### src/rtl/dot_matrix_pkg.sv
// rtl/dot_matrix_pkg.sv - shared types, defaults and pin-polarity helper for the dot-matrix scanner
//
// Contents:
//   DEF_ROWS, DEF_COLS : default panel geometry
//   scan_state_t       : scanner FSM states (idle, blank, drive)
//   row_level()        : maps "this row is selected" to the row pin level

package dot_matrix_pkg;

   localparam int DEF_ROWS = 8;
   localparam int DEF_COLS = 8;

   typedef enum logic [1:0] {
      ST_IDLE  = 2'd0,
      ST_BLANK = 2'd1,
      ST_DRIVE = 2'd2
   } scan_state_t;

   // One bit of a one-hot row vector turned into its pin level.
   // An unselected row is always at the inactive level for the given polarity.
   function automatic logic row_level(input logic sel, input logic active_low);
      return sel ^ active_low;
   endfunction

endpackage

### src/rtl/dot_matrix_framebuf.sv
// rtl/dot_matrix_framebuf.sv - double-buffered ROWS x COLS frame store with swap
//
// Ports:
//   clk, reset       : clock, asynchronous active-high reset (clears both banks)
//   wr_en/wr_row/wr_data : one-row write into the back bank (out-of-range rows ignored)
//   swap             : toggles which bank is the front bank
//   rd_row/rd_data   : combinational read of the front bank
//   front_sel        : current front bank index

module dot_matrix_framebuf #(
   parameter int ROWS = 8,
   parameter int COLS = 8,
   parameter int RW   = $clog2(ROWS)
) (
   input  logic            clk,
   input  logic            reset,
   input  logic            wr_en,
   input  logic [RW-1:0]   wr_row,
   input  logic [COLS-1:0] wr_data,
   input  logic            swap,
   input  logic [RW-1:0]   rd_row,
   output logic [COLS-1:0] rd_data,
   output logic            front_sel
);

   logic [ROWS-1:0][COLS-1:0] bank0;
   logic [ROWS-1:0][COLS-1:0] bank1;
   logic                      wr_ok;

   assign wr_ok = wr_en && (int'(wr_row) < ROWS);

   // The back bank is chosen from the pre-swap front_sel, so a write in the
   // swap cycle lands in the bank that becomes the front on this edge.
   always_ff @(posedge clk or posedge reset) begin
      if (reset) begin
         bank0     <= '0;
         bank1     <= '0;
         front_sel <= 1'b0;
      end else begin
         if (wr_ok) begin
            if (front_sel)
               bank0[wr_row] <= wr_data;
            else
               bank1[wr_row] <= wr_data;
         end
         if (swap)
            front_sel <= ~front_sel;
      end
   end

   always_comb begin
      rd_data = '0;
      if (int'(rd_row) < ROWS)
         rd_data = front_sel ? bank1[rd_row] : bank0[rd_row];
   end

endmodule

### src/rtl/dot_matrix_scanner.sv
// rtl/dot_matrix_scanner.sv - row-scanning LED dot-matrix driver with PWM, blanking and tear-free swap
//
// Ports:
//   clk, reset   : clock, asynchronous active-high reset
//   enable       : scan enable; low blanks the panel and parks the scan at row 0
//   wr_en/wr_row/wr_data : write one row of the back buffer
//   swap_req     : request a front/back swap at the next frame boundary
//   brightness   : lit cycles per row drive phase, latched at each row start
//   dot_row      : row select pins (polarity from ROW_ACTIVE_LOW)
//   dot_col      : column drive pins, active-high
//   frame_start  : pulse as row 0 begins its blank phase
//   swap_done    : pulse when a swap takes effect

module dot_matrix_scanner
   import dot_matrix_pkg::*;
#(
   parameter int ROWS           = DEF_ROWS,
   parameter int COLS           = DEF_COLS,
   parameter int DWELL          = 16,
   parameter int BLANK          = 2,
   parameter int BR_W           = 4,
   parameter int ROW_ACTIVE_LOW = 1
) (
   input  logic                     clk,
   input  logic                     reset,
   input  logic                     enable,
   input  logic                     wr_en,
   input  logic [$clog2(ROWS)-1:0]  wr_row,
   input  logic [COLS-1:0]          wr_data,
   input  logic                     swap_req,
   input  logic [BR_W-1:0]          brightness,
   output logic [ROWS-1:0]          dot_row,
   output logic [COLS-1:0]          dot_col,
   output logic                     frame_start,
   output logic                     swap_done
);

   localparam int              RW       = $clog2(ROWS);
   localparam int              CW       = $clog2(DWELL);
   localparam logic            ACT_LOW  = (ROW_ACTIVE_LOW != 0);
   localparam logic [ROWS-1:0] ROW_OFF  = ACT_LOW ? {ROWS{1'b1}} : {ROWS{1'b0}};
   localparam logic [CW-1:0]   CNT_LAST = CW'(DWELL - 1);
   localparam logic [RW-1:0]   ROW_LAST = RW'(ROWS - 1);

   scan_state_t     state;
   logic [RW-1:0]   row;
   logic [CW-1:0]   cnt;
   logic [BR_W-1:0] br_lat;
   logic            pending;

   logic [COLS-1:0] front_row;
   logic            frame_edge;
   logic            swap_now;
   logic            drive_row;
   logic            lit;
   logic [ROWS-1:0] row_drive;

   dot_matrix_framebuf #(
      .ROWS (ROWS),
      .COLS (COLS),
      .RW   (RW)
   ) u_framebuf (
      .clk       (clk),
      .reset     (reset),
      .wr_en     (wr_en),
      .wr_row    (wr_row),
      .wr_data   (wr_data),
      .swap      (swap_now),
      .rd_row    (row),
      .rd_data   (front_row),
      .front_sel ()
   );

   always_comb begin
      frame_edge = enable && (state == ST_BLANK) && (row == '0) && (cnt == '0);
      // A pending swap goes in at the frame boundary, or straight away while
      // the panel is dark because enable is low.
      swap_now   = pending && (frame_edge || !enable);
      drive_row  = enable && (state == ST_DRIVE);
      // Drive phase offset compared against the on-time latched for this row.
      lit        = drive_row && ((int'(cnt) - BLANK) < int'(br_lat));
      for (int i = 0; i < ROWS; i++)
         row_drive[i] = row_level(drive_row && (int'(row) == i), ACT_LOW);
   end

   always_ff @(posedge clk or posedge reset) begin
      if (reset) begin
         state       <= ST_BLANK;
         row         <= '0;
         cnt         <= '0;
         br_lat      <= '0;
         pending     <= 1'b0;
         dot_row     <= ROW_OFF;
         dot_col     <= '0;
         frame_start <= 1'b0;
         swap_done   <= 1'b0;
      end else begin
         // Outputs are a registered view of this cycle's scan position.
         dot_row     <= row_drive;
         dot_col     <= lit ? front_row : '0;
         frame_start <= frame_edge;
         swap_done   <= swap_now;
         // New requests in the swap cycle stay pending for the next boundary.
         pending     <= swap_req || (pending && !swap_now);

         if (!enable) begin
            state <= ST_IDLE;
            row   <= '0;
            cnt   <= '0;
         end else begin
            case (state)
               ST_IDLE: begin
                  state <= ST_BLANK;
                  row   <= '0;
                  cnt   <= '0;
               end
               default: begin
                  if (state == ST_BLANK && cnt == '0)
                     br_lat <= brightness;
                  if (cnt == CNT_LAST) begin
                     cnt   <= '0;
                     state <= ST_BLANK;
                     row   <= (row == ROW_LAST) ? '0 : row + RW'(1);
                  end else begin
                     cnt   <= cnt + CW'(1);
                     state <= ((int'(cnt) + 1) < BLANK) ? ST_BLANK : ST_DRIVE;
                  end
               end
            endcase
         end
      end
   end

endmodule

### config.mk
export PLATFORM = sky130hd
export DESIGN_NAME = dot_matrix_scanner
export DESIGN_NICKNAME = d
export VERILOG_FILES = /design/src/rtl/dot_matrix_pkg.sv /design/src/rtl/dot_matrix_framebuf.sv /design/src/rtl/dot_matrix_scanner.sv
export SDC_FILE = /design/constraint.sdc
export NUM_CORES = 1
export LEC_CHECK = 0
export ABC_AREA = 0
export BUFFER_PORTS_ARGS = -buffer_cell sky130_fd_sc_hd__clkbuf_2
export CORE_ASPECT_RATIO = 0.5
export CORE_UTILIZATION = 50
export CTS_CLUSTER_DIAMETER = 200
export DETAILED_ROUTE_END_ITERATION = 6
export GPL_ROUTABILITY_DRIVEN = 0
export PLACE_DENSITY = 0.78
export SLEW_MARGIN = 20
export SYNTH_ARGS = -nofsm -noshare
export SYNTH_HDL_FRONTEND = slang
export SYNTH_SLANG_ARGS = --single-unit
### constraint.sdc
create_clock -name clk -period 6.1 [get_ports clk]
set_input_delay 0.305 -clock clk [delete_from_list [all_inputs] [get_ports clk]]
set_output_delay 0.305 -clock clk [all_outputs]
set_load 0.01 [all_outputs]
# [Word level (Yosys, flattened, before mapping)]
# Index checks and enable logic that the tools add are counted.
# Widths: inputs -> output; s select.
[op_classes] bitwise_logic=10 magnitude_cmp=5 multipliers=0 shifts=0 div=0 muxes=21 n_reduce_logical=28 add_sub_neg=4 n_eq_ne=12
[ops] cell="$bwmux 64" count=2
[ops] cell="$bmux 8 s3" count=2
[ops] cell="$mux 8" count=5
[ops] cell="$demux 8 s3" count=1
[ops] cell="$logic_and 1x1->1" count=17
[ops] cell="$eq 3x3->1 const B" count=5
[ops] cell="$mux 3" count=4
[ops] cell="$mux 4" count=3
[ops] cell="$not 1->1" count=10
[ops] cell="$lt 3x4->1 const B" count=2
[ops] cell="$mux 2" count=4
[ops] cell="$eq 3x2->1 const B" count=2
[ops] cell="$logic_not 3->1" count=2
[ops] cell="$add 4x1->5 const B" count=1
[ops] cell="$lt 5x2->1 const B" count=1
[ops] cell="$lt 5x5->1" count=1
[ops] cell="$sub 4x2->5 const B" count=1
[ops] cell="$add 4x1->4 const B" count=1
[ops] cell="$eq 4x4->1 const B" count=1
[ops] cell="$logic_not 4->1" count=1
[ops] cell="$reduce_and 2->1" count=2
[ops] cell="$add 3x1->3 const B" count=1
[ops] cell="$eq 3x1->1 const B" count=1
[ops] cell="$ge 3x1->1 const B" count=1
[ops] cell="other kinds (7)" count=9
[word_totals] elab_cells=106 latchBits=0 ramBits=0 ff_bits=161 n_memories=0 out_inout_bits=18 inputBits=20 romBits=0

# [Logic depth before layout (Yosys ltp)]
# Gate-level depths: netlist (run 1).
[depth] ltp_word=9 depth_mapped=8 depth_no_buf=7

# [Cells and area by module]
# A second synthesis (run 1) with hierarchy kept.
[unflattened] cells_unflattened=511 area_unflattened_um2=7537.2
[by_module_without_submodules] mod="dot_matrix_framebuf" cells_each=383 area_each_um2=6045.8 seq_area_each_um2=3228.1 n_inst=1
[by_module_without_submodules] mod="dot_matrix_scanner" cells_each=128 area_each_um2=1491.4 seq_area_each_um2=812.0 n_inst=1

# [Worst setup path after synthesis (run 1)]
# OpenSTA, ideal clock, no wires.
[synth_path] path_kind="register to register" from="register row[0]" to="register u_framebuf.front_sel" t_required_ns=6.020 n_path_buf=3 path_stages_with_launch=9 synth_period_minus_slack_ns=1.765 setup_time_ns=0.080 path_slack_ns=4.335 t_arrival_ns=1.685 path_cell_list="dfrtp_1 buf_6 buf_4 buf_4 inv_1 ha_1 and3_1 o21ai_0 xnor2_1"
[synth_between] elab_chain_cells=5
[synth_lines] item="from (decl)" line="dot_matrix_scanner.sv:46" source="logic [RW-1:0] row;"
[synth_lines] item="from (signal assigned)" line="dot_matrix_scanner.sv:123" source="row <= (row == ROW_LAST) ? '0 : row + RW'(1);"
[synth_lines] item="$logic_not 3->1" line="dot_matrix_scanner.sv:75" source="frame_edge = enable && (state == ST_BLANK) && (row == '0) && (cnt == '0);"
[synth_lines] item="$logic_and 1x1->1 (2 in a row)" line="dot_matrix_scanner.sv:75"
[synth_lines] item="net frame_edge" line="dot_matrix_scanner.sv:52" source="logic frame_edge;"
[synth_lines] item="$logic_or 1x1->1" line="dot_matrix_scanner.sv:78" source="swap_now = pending && (frame_edge || !enable);"
[synth_lines] item="$logic_and 1x1->1" line="dot_matrix_scanner.sv:78"
[synth_lines] item="to (signal assigned)" line="dot_matrix_framebuf.sv:47" source="front_sel <= ~front_sel;"
[synth_lines] item="to (decl)" line="dot_matrix_framebuf.sv:23" source="output logic front_sel"
# The timed path passes the listed nets, and every way through them passes these cells.
# A chain may end at the register's enable or synchronous reset.

# [Worst setup path in the final report (run 1)]
[layout_path] from="register cnt[2]" to="register dot_col[1]"
[layout_between] elab_chain_cells=4
[layout_lines] item="from (decl)" line="dot_matrix_scanner.sv:47" source="logic [CW-1:0] cnt;"
[layout_lines] item="from (signal assigned)" line="dot_matrix_scanner.sv:125" source="cnt <= cnt + CW'(1);"
[layout_lines] item="$sub 4x2->5" line="dot_matrix_scanner.sv:81" source="lit = drive_row && ((int'(cnt) - BLANK) < int'(br_lat));"
[layout_lines] item="$lt 5x5->1" line="dot_matrix_scanner.sv:81"
[layout_lines] item="$logic_and 1x1->1" line="dot_matrix_scanner.sv:81"
[layout_lines] item="$mux 8" line="dot_matrix_scanner.sv:100" source="dot_col <= lit ? front_row : '0;"
[layout_lines] item="to (signal assigned)" line="dot_matrix_scanner.sv:100"
[layout_lines] item="to (decl)" line="dot_matrix_scanner.sv:33" source="output logic [COLS-1:0] dot_col,"
# No other way between the ends.

==> results of run 1 <==
layout make-up:
class / instances / share of cell area [%]
multi-input combinational: 290 / 37.0
tap: 192 / 2.94
clock inverter: 14 / 2.02
sequential: 161 / 49.5
timing repair buffer: 39 / 2.45
clock buffer: 18 / 5.38
inverter: 14 / 0.705
power groups by stage:
stage,registers [W],logic [W],clock network [W]
finish,0.00174,0.000778,0.00109
CTS,0.00173,0.000786,0.00111
global route,0.00178,0.000847,0.00115
global placement,0.00171,0.000735,0
detailed placement,0.00174,0.000775,0
floorplan,0.00165,0.000666,0
stage by stage:
step | hold WS, ps | cell area [um2]
final | 31.0 | 8170
after global routing | 66.8 | 8170
after CTS | 61.2 | 8170
after detailed placement | 487 | 7560
after global placement | 464 | 7560
after floorplan | 397 | 7260
sequential cells by signal, summed over array words and instances, names as in the netlist:
name                  flops
pending                   1
row                       3
u_framebuf.front_sel      1
dot_col                   8
cnt                       4
u_framebuf.bank1         64
frame_start               1
state                     2
swap_done                 1
br_lat                    4
dot_row                   8
u_framebuf.bank0         64
layer usage:
layer / part of all wire [%] / vias to the layer above
met5: 0 / -
met4: 1.1 / 0
met3: 6.1 / 22
met2: 48 / 128
met1: 45 / 2189
li1: - / 1855
worst max-delay path: stages (launching register included):
cell                      delay, ps
sky130_fd_sc_hd__dfrtp_1        480
sky130_fd_sc_hd__inv_1           80
sky130_fd_sc_hd__ha_1           200
sky130_fd_sc_hd__xor2_1         140
sky130_fd_sc_hd__ha_1           280
sky130_fd_sc_hd__nand2_1         40
sky130_fd_sc_hd__o21ai_1        860
sky130_fd_sc_hd__a21oi_1        120
kinds of logic (layout without fill, tap and decap cells):
family / Yosys count / after routing / synth area share, %
AO/OA/AOI/OAI: 38 / 38 / 3.24
XOR/XNOR: 4 / 4 / 0.482
adder cells (fa/ha/maj): 13 / 13 / 2.24
buffers and inverters: 38 / 85 / 2.77
flip-flops: 161 / 161 / 55.6
multiplexers: 162 / 162 / 30.3
AND/OR/NAND/NOR: 73 / 73 / 5.32
cells in the final DEF (no fill, tap or decap), drive strengths merged:
| cell | n |
|---|---|
| ha | 13 |
| nor3b | 2 |
| bufinv | 2 |
| and3 | 1 |
| nor2 | 27 |
| mux4 | 31 |
| buf | 2 |
| a22oi | 15 |
| xor2 | 1 |
| dfstp | 9 |
| clkbuf | 55 |
| clkinvlp | 1 |
| a21oi | 12 |
| nor3 | 2 |
| nor2b | 4 |
| inv | 22 |
| and2 | 1 |
| or3 | 1 |
| clkinv | 3 |
| a31oi | 2 |
| nand3b | 3 |
| dfrtp | 152 |
| nand2b | 7 |
| o21ai | 7 |
| a21o | 2 |
| nand3 | 6 |
| xnor2 | 3 |
| and2b | 1 |
| nand4b | 1 |
| nand2 | 17 |
| mux2i | 2 |
| mux2 | 129 |
how the worst min path moves through the flow:
| stage | start | end | slack (ps) | cells past startpoint |
|---|---|---|---|---|
| 2_1_floorplan | swap_req | pending | 400 | 1 |
| 6_report | reset | pending | 30 | 2 |
| 3_5_place_dp | u_framebuf.bank0[7] | u_framebuf.bank0[7] | 490 | 1 |
| 4_1_cts | swap_req | pending | 60 | 2 |
| 5_1_grt | swap_req | pending | 70 | 2 |
| 3_3_place_gp | pending | pending | 460 | 1 |
==> impl_metrics.xml, run 1 <==
<?xml version="1.0" encoding="UTF-8"?>
<metrics>
  <group name="synthesis">
    <metric name="syn_nets" unit="">522</metric>
    <metric name="ys_warn_count" unit="">0</metric>
    <metric name="avgSynthCellArea" unit="um2">14.9</metric>
    <metric name="async_reset_ff_share" unit="%">100</metric>
    <metric name="synth_commonest_cells" unit="">152 x sky130_fd_sc_hd__dfrtp_1, 129 x sky130_fd_sc_hd__mux2_2, 22 x sky130_fd_sc_hd__mux4_2</metric>
    <metric name="synth_edf_count" unit="">0</metric>
    <metric name="synth.top_cells.by_area" unit="">sky130_fd_sc_hd__dfrtp_1 52%, sky130_fd_sc_hd__mux2_2 20%, sky130_fd_sc_hd__mux4_2 6.8%</metric>
    <metric name="yosysSeqAreaShare" unit="%">55.6</metric>
    <metric name="synth.largest_area_cell" unit="">sky130_fd_sc_hd__dfrtp_1</metric>
    <metric name="synth-main-ff-cell" unit="">sky130_fd_sc_hd__dfrtp_1</metric>
    <metric name="synth_cell_types" unit="">39</metric>
    <metric name="synth_top_area_share" unit="%">52.4</metric>
    <metric name="yosys.cell_count.top_type" unit="">sky130_fd_sc_hd__dfrtp_1</metric>
    <metric name="synth_cells" unit="">489</metric>
    <metric name="syn_area" unit="um2">7260</metric>
    <metric name="ys_ff_latch" unit="">161</metric>
  </group>
  <group name="place">
    <metric name="dpl_worst_slack" unit="ps">3760</metric>
    <metric name="dpl.hpwl" unit="um">9420</metric>
    <metric name="placed_cells" unit="">696</metric>
    <metric name="port_buffers" unit="">37</metric>
  </group>
  <group name="setup_path">
    <metric name="critical_path.startpoint_type" unit="">flip-flop</metric>
    <metric name="rr_startpoint" unit="">cnt[2]</metric>
    <metric name="crit_path_end_kind" unit="">flip-flop</metric>
    <metric name="rr_endpoint" unit="">dot_col[1]</metric>
    <metric name="crit_start" unit="">cnt[2]</metric>
    <metric name="crit_path_max_fanout" unit="">8</metric>
    <metric name="crit_path_end" unit="">dot_col[1]</metric>
    <metric name="worstPathArrival" unit="ps">2620</metric>
    <metric name="reg2reg_slack" unit="ps">3730</metric>
    <metric name="path_class" unit="">reg -&gt; reg</metric>
    <metric name="worst_ep_required_time" unit="ps">6350</metric>
    <metric name="r2r_cells" unit="">7</metric>
  </group>
  <group name="power_and_ir_drop">
    <metric name="power_per_cell_area" unit="nW/um2">441</metric>
    <metric name="seq_power_share" unit="%">48.1</metric>
    <metric name="power.net_switching" unit="W">0.000972</metric>
    <metric name="clockPowerShare" unit="%">30.3</metric>
    <metric name="switching_share" unit="%">27.0</metric>
    <metric name="combinationalPowerShare" unit="%">21.6</metric>
    <metric name="static-leakage-power" unit="nW">3.50</metric>
    <metric name="vdd.ir_drop.worst" unit="V">0.000205</metric>
    <metric name="finalPower" unit="W">0.00360</metric>
    <metric name="power_report.internal_total" unit="W">0.00263</metric>
  </group>
  <group name="timing">
    <metric name="fin_skew" unit="ps">13.0</metric>
    <metric name="timing.setup.tns" unit="ps">0</metric>
    <metric name="timing.fmax" unit="GHz">0.423</metric>
    <metric name="timing.final.crit_share" unit="%">38.8</metric>
    <metric name="timing_hold_violations_final" unit="">0</metric>
    <metric name="final_critical_path_setup_slack" unit="ps">3730</metric>
    <metric name="period_needed" unit="ps">2370</metric>
    <metric name="worst-slew-pin-transition" unit="ps">1120</metric>
    <metric name="setup_viol_count_final" unit="">0</metric>
    <metric name="finalMaxSlewViolations" unit="">0</metric>
    <metric name="grt_setup_unrepaired" unit="">no</metric>
    <metric name="relative_slew_slack" unit="%">24.6</metric>
  </group>
  <group name="cts">
    <metric name="cts_resized" unit="">0</metric>
    <metric name="number_of_hold_repair_buffers_added_at_the_cts_stage" unit="">0</metric>
    <metric name="numCtsBuffers" unit="">17</metric>
    <metric name="cts_root_buf" unit="">sky130_fd_sc_hd__clkbuf_16</metric>
    <metric name="h-tree-depth" unit="">4</metric>
    <metric name="cts.sink_count" unit="">161</metric>
    <metric name="cts-root-to-sink-buffers" unit="">2</metric>
    <metric name="cts_tree" unit="">yes</metric>
    <metric name="postCtsSetupRepairBufs" unit="">0</metric>
    <metric name="clock_insertion_delay_worst_skew" unit="ps">430</metric>
    <metric name="cts.clk_slew.worst_paths" unit="ps">70</metric>
  </group>
  <group name="global_route">
    <metric name="grt_usage" unit="%">22.5</metric>
    <metric name="grt_start_max_net_pins" unit="">92</metric>
    <metric name="met3_usage" unit="%">5.32</metric>
    <metric name="via_count_of_the_first_global_routing_pass" unit="">4299</metric>
    <metric name="fraction_of_met1_tracks_used_by_global_routing" unit="%">30.4</metric>
    <metric name="first_pass_grt_wire_length" unit="um">24300</metric>
    <metric name="globalRoute.totalOverflow" unit="">0</metric>
    <metric name="grt_most_used_layer" unit="">met2</metric>
    <metric name="number_of_antenna_violations_at_the_first_check_in_global_routing" unit="">0</metric>
    <metric name="use_met2" unit="%">36.2</metric>
  </group>
  <group name="routing">
    <metric name="num_vias" unit="">4194</metric>
    <metric name="drt-vias-per-instance" unit="">5.76</metric>
    <metric name="route.detailed.drc" unit="">0</metric>
    <metric name="drtIter0Drc" unit="">289</metric>
    <metric name="wl_per_cell" unit="um">20.8</metric>
    <metric name="route.final.wire_length" unit="um">15200</metric>
    <metric name="route.antenna.remaining_nets" unit="">0</metric>
    <metric name="detail_route.first_pass.iterations" unit="">4</metric>
  </group>
  <group name="floorplanning">
    <metric name="fp.dieArea" unit="um2">15000</metric>
    <metric name="number_of_top_level_pins" unit="">38</metric>
    <metric name="fp.coreArea" unit="um2">13900</metric>
    <metric name="dieHeight" unit="um">87.2</metric>
    <metric name="initial_core_util" unit="%">52.4</metric>
    <metric name="rows" unit="">30</metric>
    <metric name="chipWidth" unit="um">172</metric>
  </group>
  <group name="cells_and_area">
    <metric name="drive_gt1_share" unit="%">46.1</metric>
    <metric name="post-route-util" unit="%">59.0</metric>
    <metric name="fin_nets" unit="">556</metric>
    <metric name="finish.cell_count_without_fillers" unit="">728</metric>
    <metric name="fillerInstances" unit="">1044</metric>
    <metric name="layout-area-overhead-vs-synth" unit="%">12.4</metric>
    <metric name="multi_input_comb_area" unit="um2">3020</metric>
    <metric name="seq_area" unit="um2">4040</metric>
    <metric name="antenna_cells" unit="">0</metric>
  </group>
  <group name="hold_path">
    <metric name="hold_path.class" unit="">in -&gt; async</metric>
  </group>
  <group name="job">
    <metric name="max_cap_violations" unit="">0</metric>
  </group>
  <group name="outcome">
    <metric name="run_status" unit="">complete, no violations</metric>
  </group>
</metrics>
No activity file was read; power rests on OpenSTA's default activity.
==> run 2: changes to the inputs <==
- PLACE_DENSITY: 0.78 -> 0.81
- clock period: 6.1 -> 1.9 ns (I/O delays scaled with it)
==> run 2 against run 1 <==
  * First-iteration DRC count is 12% higher
  * Clock skew grew 0.63 ps
  * Clock power grew to 2.9 times the previous value
  * Cell count is 5.6% higher
  * Maximum frequency up 33%
==> impl_metrics.xml, run 2 (synthesis gave the netlist of run 1 again) <==
<?xml version="1.0" encoding="UTF-8"?>
<metrics>
  <group name="outcome">
    <metric name="run_status" unit="">complete, no violations</metric>
  </group>
  <group name="timing">
    <metric name="relative_slew_slack" unit="%">66.0</metric>
    <metric name="period_needed" unit="ps">1790</metric>
    <metric name="fin_skew" unit="ps">13.7</metric>
    <metric name="grt_setup_unrepaired" unit="">no</metric>
    <metric name="setup_viol_count_final" unit="">0</metric>
    <metric name="finalMaxSlewViolations" unit="">0</metric>
    <metric name="timing.final.crit_share" unit="%">94.0</metric>
    <metric name="worst-slew-pin-transition" unit="ps">509</metric>
    <metric name="timing.fmax" unit="GHz">0.560</metric>
    <metric name="final_critical_path_setup_slack" unit="ps">114</metric>
    <metric name="timing_hold_violations_final" unit="">0</metric>
  </group>
  <group name="global_route">
    <metric name="grt_usage" unit="%">23.4</metric>
    <metric name="first_pass_grt_wire_length" unit="um">25600</metric>
    <metric name="grt_start_max_net_pins" unit="">36</metric>
    <metric name="via_count_of_the_first_global_routing_pass" unit="">4696</metric>
    <metric name="globalRoute.totalOverflow" unit="">0</metric>
    <metric name="number_of_antenna_violations_at_the_first_check_in_global_routing" unit="">0</metric>
  </group>
  <group name="routing">
    <metric name="wl_per_cell" unit="um">20.8</metric>
    <metric name="drt-vias-per-instance" unit="">5.71</metric>
    <metric name="drtIter0Drc" unit="">325</metric>
    <metric name="route.detailed.drc" unit="">0</metric>
    <metric name="route.antenna.remaining_nets" unit="">0</metric>
    <metric name="route.final.wire_length" unit="um">16000</metric>
    <metric name="detail_route.first_pass.iterations" unit="">4</metric>
    <metric name="num_vias" unit="">4394</metric>
  </group>
  <group name="cells_and_area">
    <metric name="drive_gt1_share" unit="%">48.7</metric>
    <metric name="finish.cell_count_without_fillers" unit="">769</metric>
    <metric name="antenna_cells" unit="">0</metric>
    <metric name="reg.largest.list" unit="">u_framebuf.bank0 (64), u_framebuf.bank1 (64)</metric>
    <metric name="layout-area-overhead-vs-synth" unit="%">17.7</metric>
    <metric name="fin_nets" unit="">597</metric>
    <metric name="mostFrequentLayoutCell" unit="">sky130_fd_sc_hd__dfrtp_1</metric>
    <metric name="fillerInstances" unit="">959</metric>
    <metric name="post-route-util" unit="%">61.7</metric>
    <metric name="most-common-layout-cells" unit="">150 x sky130_fd_sc_hd__dfrtp_1, 129 x sky130_fd_sc_hd__mux2_2, 37 x sky130_fd_sc_hd__clkbuf_2</metric>
  </group>
  <group name="setup_path">
    <metric name="r2r_cells" unit="">4</metric>
    <metric name="worstPathArrival" unit="ps">2080</metric>
    <metric name="crit_path_max_fanout" unit="">17</metric>
    <metric name="crit_start" unit="">row[2]</metric>
    <metric name="rr_endpoint" unit="">dot_col[2]</metric>
    <metric name="crit_path_end" unit="">dot_col[2]</metric>
    <metric name="worst_ep_required_time" unit="ps">2190</metric>
    <metric name="critical_path.startpoint_type" unit="">flip-flop</metric>
    <metric name="rr_startpoint" unit="">row[2]</metric>
    <metric name="reg2reg_slack" unit="ps">110</metric>
    <metric name="path_class" unit="">reg -&gt; reg</metric>
    <metric name="crit_path_end_kind" unit="">flip-flop</metric>
  </group>
  <group name="floorplanning">
    <metric name="chipWidth" unit="um">172</metric>
    <metric name="dieHeight" unit="um">87.2</metric>
    <metric name="fp.coreArea" unit="um2">13900</metric>
    <metric name="rows" unit="">30</metric>
    <metric name="number_of_top_level_pins" unit="">38</metric>
    <metric name="initial_core_util" unit="%">52.4</metric>
    <metric name="fp.dieArea" unit="um2">15000</metric>
  </group>
  <group name="cts">
    <metric name="numCtsBuffers" unit="">17</metric>
    <metric name="cts_tree" unit="">yes</metric>
    <metric name="cts_root_buf" unit="">sky130_fd_sc_hd__clkbuf_16</metric>
    <metric name="cts.sink_count" unit="">161</metric>
    <metric name="cts-root-to-sink-buffers" unit="">2</metric>
    <metric name="clock_insertion_delay_worst_skew" unit="ps">420</metric>
    <metric name="cts.clk_slew.worst_paths" unit="ps">60</metric>
    <metric name="h-tree-depth" unit="">4</metric>
  </group>
  <group name="power_and_ir_drop">
    <metric name="seq_power_share" unit="%">49.1</metric>
    <metric name="power_per_cell_area" unit="nW/um2">1340</metric>
    <metric name="switching_share" unit="%">28.0</metric>
    <metric name="static-leakage-power" unit="nW">3.69</metric>
    <metric name="power_report.internal_total" unit="W">0.00824</metric>
    <metric name="combinationalPowerShare" unit="%">23.3</metric>
    <metric name="clockPowerShare" unit="%">27.6</metric>
    <metric name="vdd.ir_drop.worst" unit="V">0.000706</metric>
    <metric name="power.net_switching" unit="W">0.00321</metric>
  </group>
  <group name="hold_path">
    <metric name="hold_path.class" unit="">in -&gt; reg</metric>
  </group>
  <group name="job">
    <metric name="max_cap_violations" unit="">0</metric>
  </group>
  <group name="place">
    <metric name="port_buffers" unit="">37</metric>
    <metric name="dpl.hpwl" unit="um">10600</metric>
    <metric name="placed_cells" unit="">730</metric>
    <metric name="dpl_worst_slack" unit="ps">138</metric>
  </group>
</metrics>
## run 2: worst min-delay path by stage
| stage | slack (ps) | to | depth (start not counted) | start |
|---|---|---|---|---|
| after CTS | 160 | u_framebuf.bank0[3] | 2 | wr_data[3] |
| after global routing | 190 | u_framebuf.bank1[61] | 2 | wr_data[5] |
| after floorplan | 190 | pending | 1 | swap_req |
| final | 160 | u_framebuf.bank0[3] | 2 | wr_data[3] |
| after detailed placement | 110 | u_framebuf.bank1[14] | 2 | reset |
| after global placement | 120 | u_framebuf.bank1[14] | 2 | reset |
## run 2: what timing repair did
action / CTS / global route
gates resized for setup: 0 / 1
setup buffers: 0 / 0
hold endpoints to repair: 29 / 0
setup endpoints to repair: 0 / 1
hold buffers: 7 / 0
## run 2: routing by layer
metal | wire length (um) | part of all wire, % | track usage [%]
met1 | 6960 | 43 | 30.5
met2 | 7820 | 49 | 37.8
met3 | 941 | 5.9 | 5.86
met4 | 292 | 1.8 | 9.65
met5 | 0 | 0 | 0
## run 2: final cells by class
type	count	area (um2)	share of cell area (%)
clock buffers	17	425	4.98
clock inverters	15	131	1.54
inverters	14	56.3	0.659
multi-input cells	290	3020	35.4
flip-flops and latches	161	4040	47.3
well taps	192	240	2.81
repair buffers	80	629	7.36
## run 2: critical path, cell delays in order, from the launching register on
cell                      delay (ps)
sky130_fd_sc_hd__dfrtp_2         520
sky130_fd_sc_hd__buf_12          210
sky130_fd_sc_hd__mux4_2          550
sky130_fd_sc_hd__a22oi_1         270
sky130_fd_sc_hd__a21oi_1         100
## run 2: per-stage QoR
step	TNS, ps	hold slack, ps	cell area (um2)	power (W)
6_report	0	163	8550	0.0114
2_1_floorplan	-35030	187	7270	0.00743
5_1_grt	0	187	8550	0.0120
4_1_cts	0	160	8540	0.0115
3_3_place_gp	0	116	7920	0.00798
3_5_place_dp	0	115	7920	0.00823
## run 2: power groups by stage
| stage | clock [W] | combinational, W | sequential (W) |
|---|---|---|---|
| 3_5_place_dp | 0 | 0.00263 | 0.00560 |
| 4_1_cts | 0.00321 | 0.00269 | 0.00559 |
| 5_1_grt | 0.00334 | 0.00287 | 0.00576 |
| 2_1_floorplan | 0 | 0.00214 | 0.00529 |
| 6_report | 0.00316 | 0.00267 | 0.00562 |
| 3_3_place_gp | 0 | 0.00249 | 0.00549 |
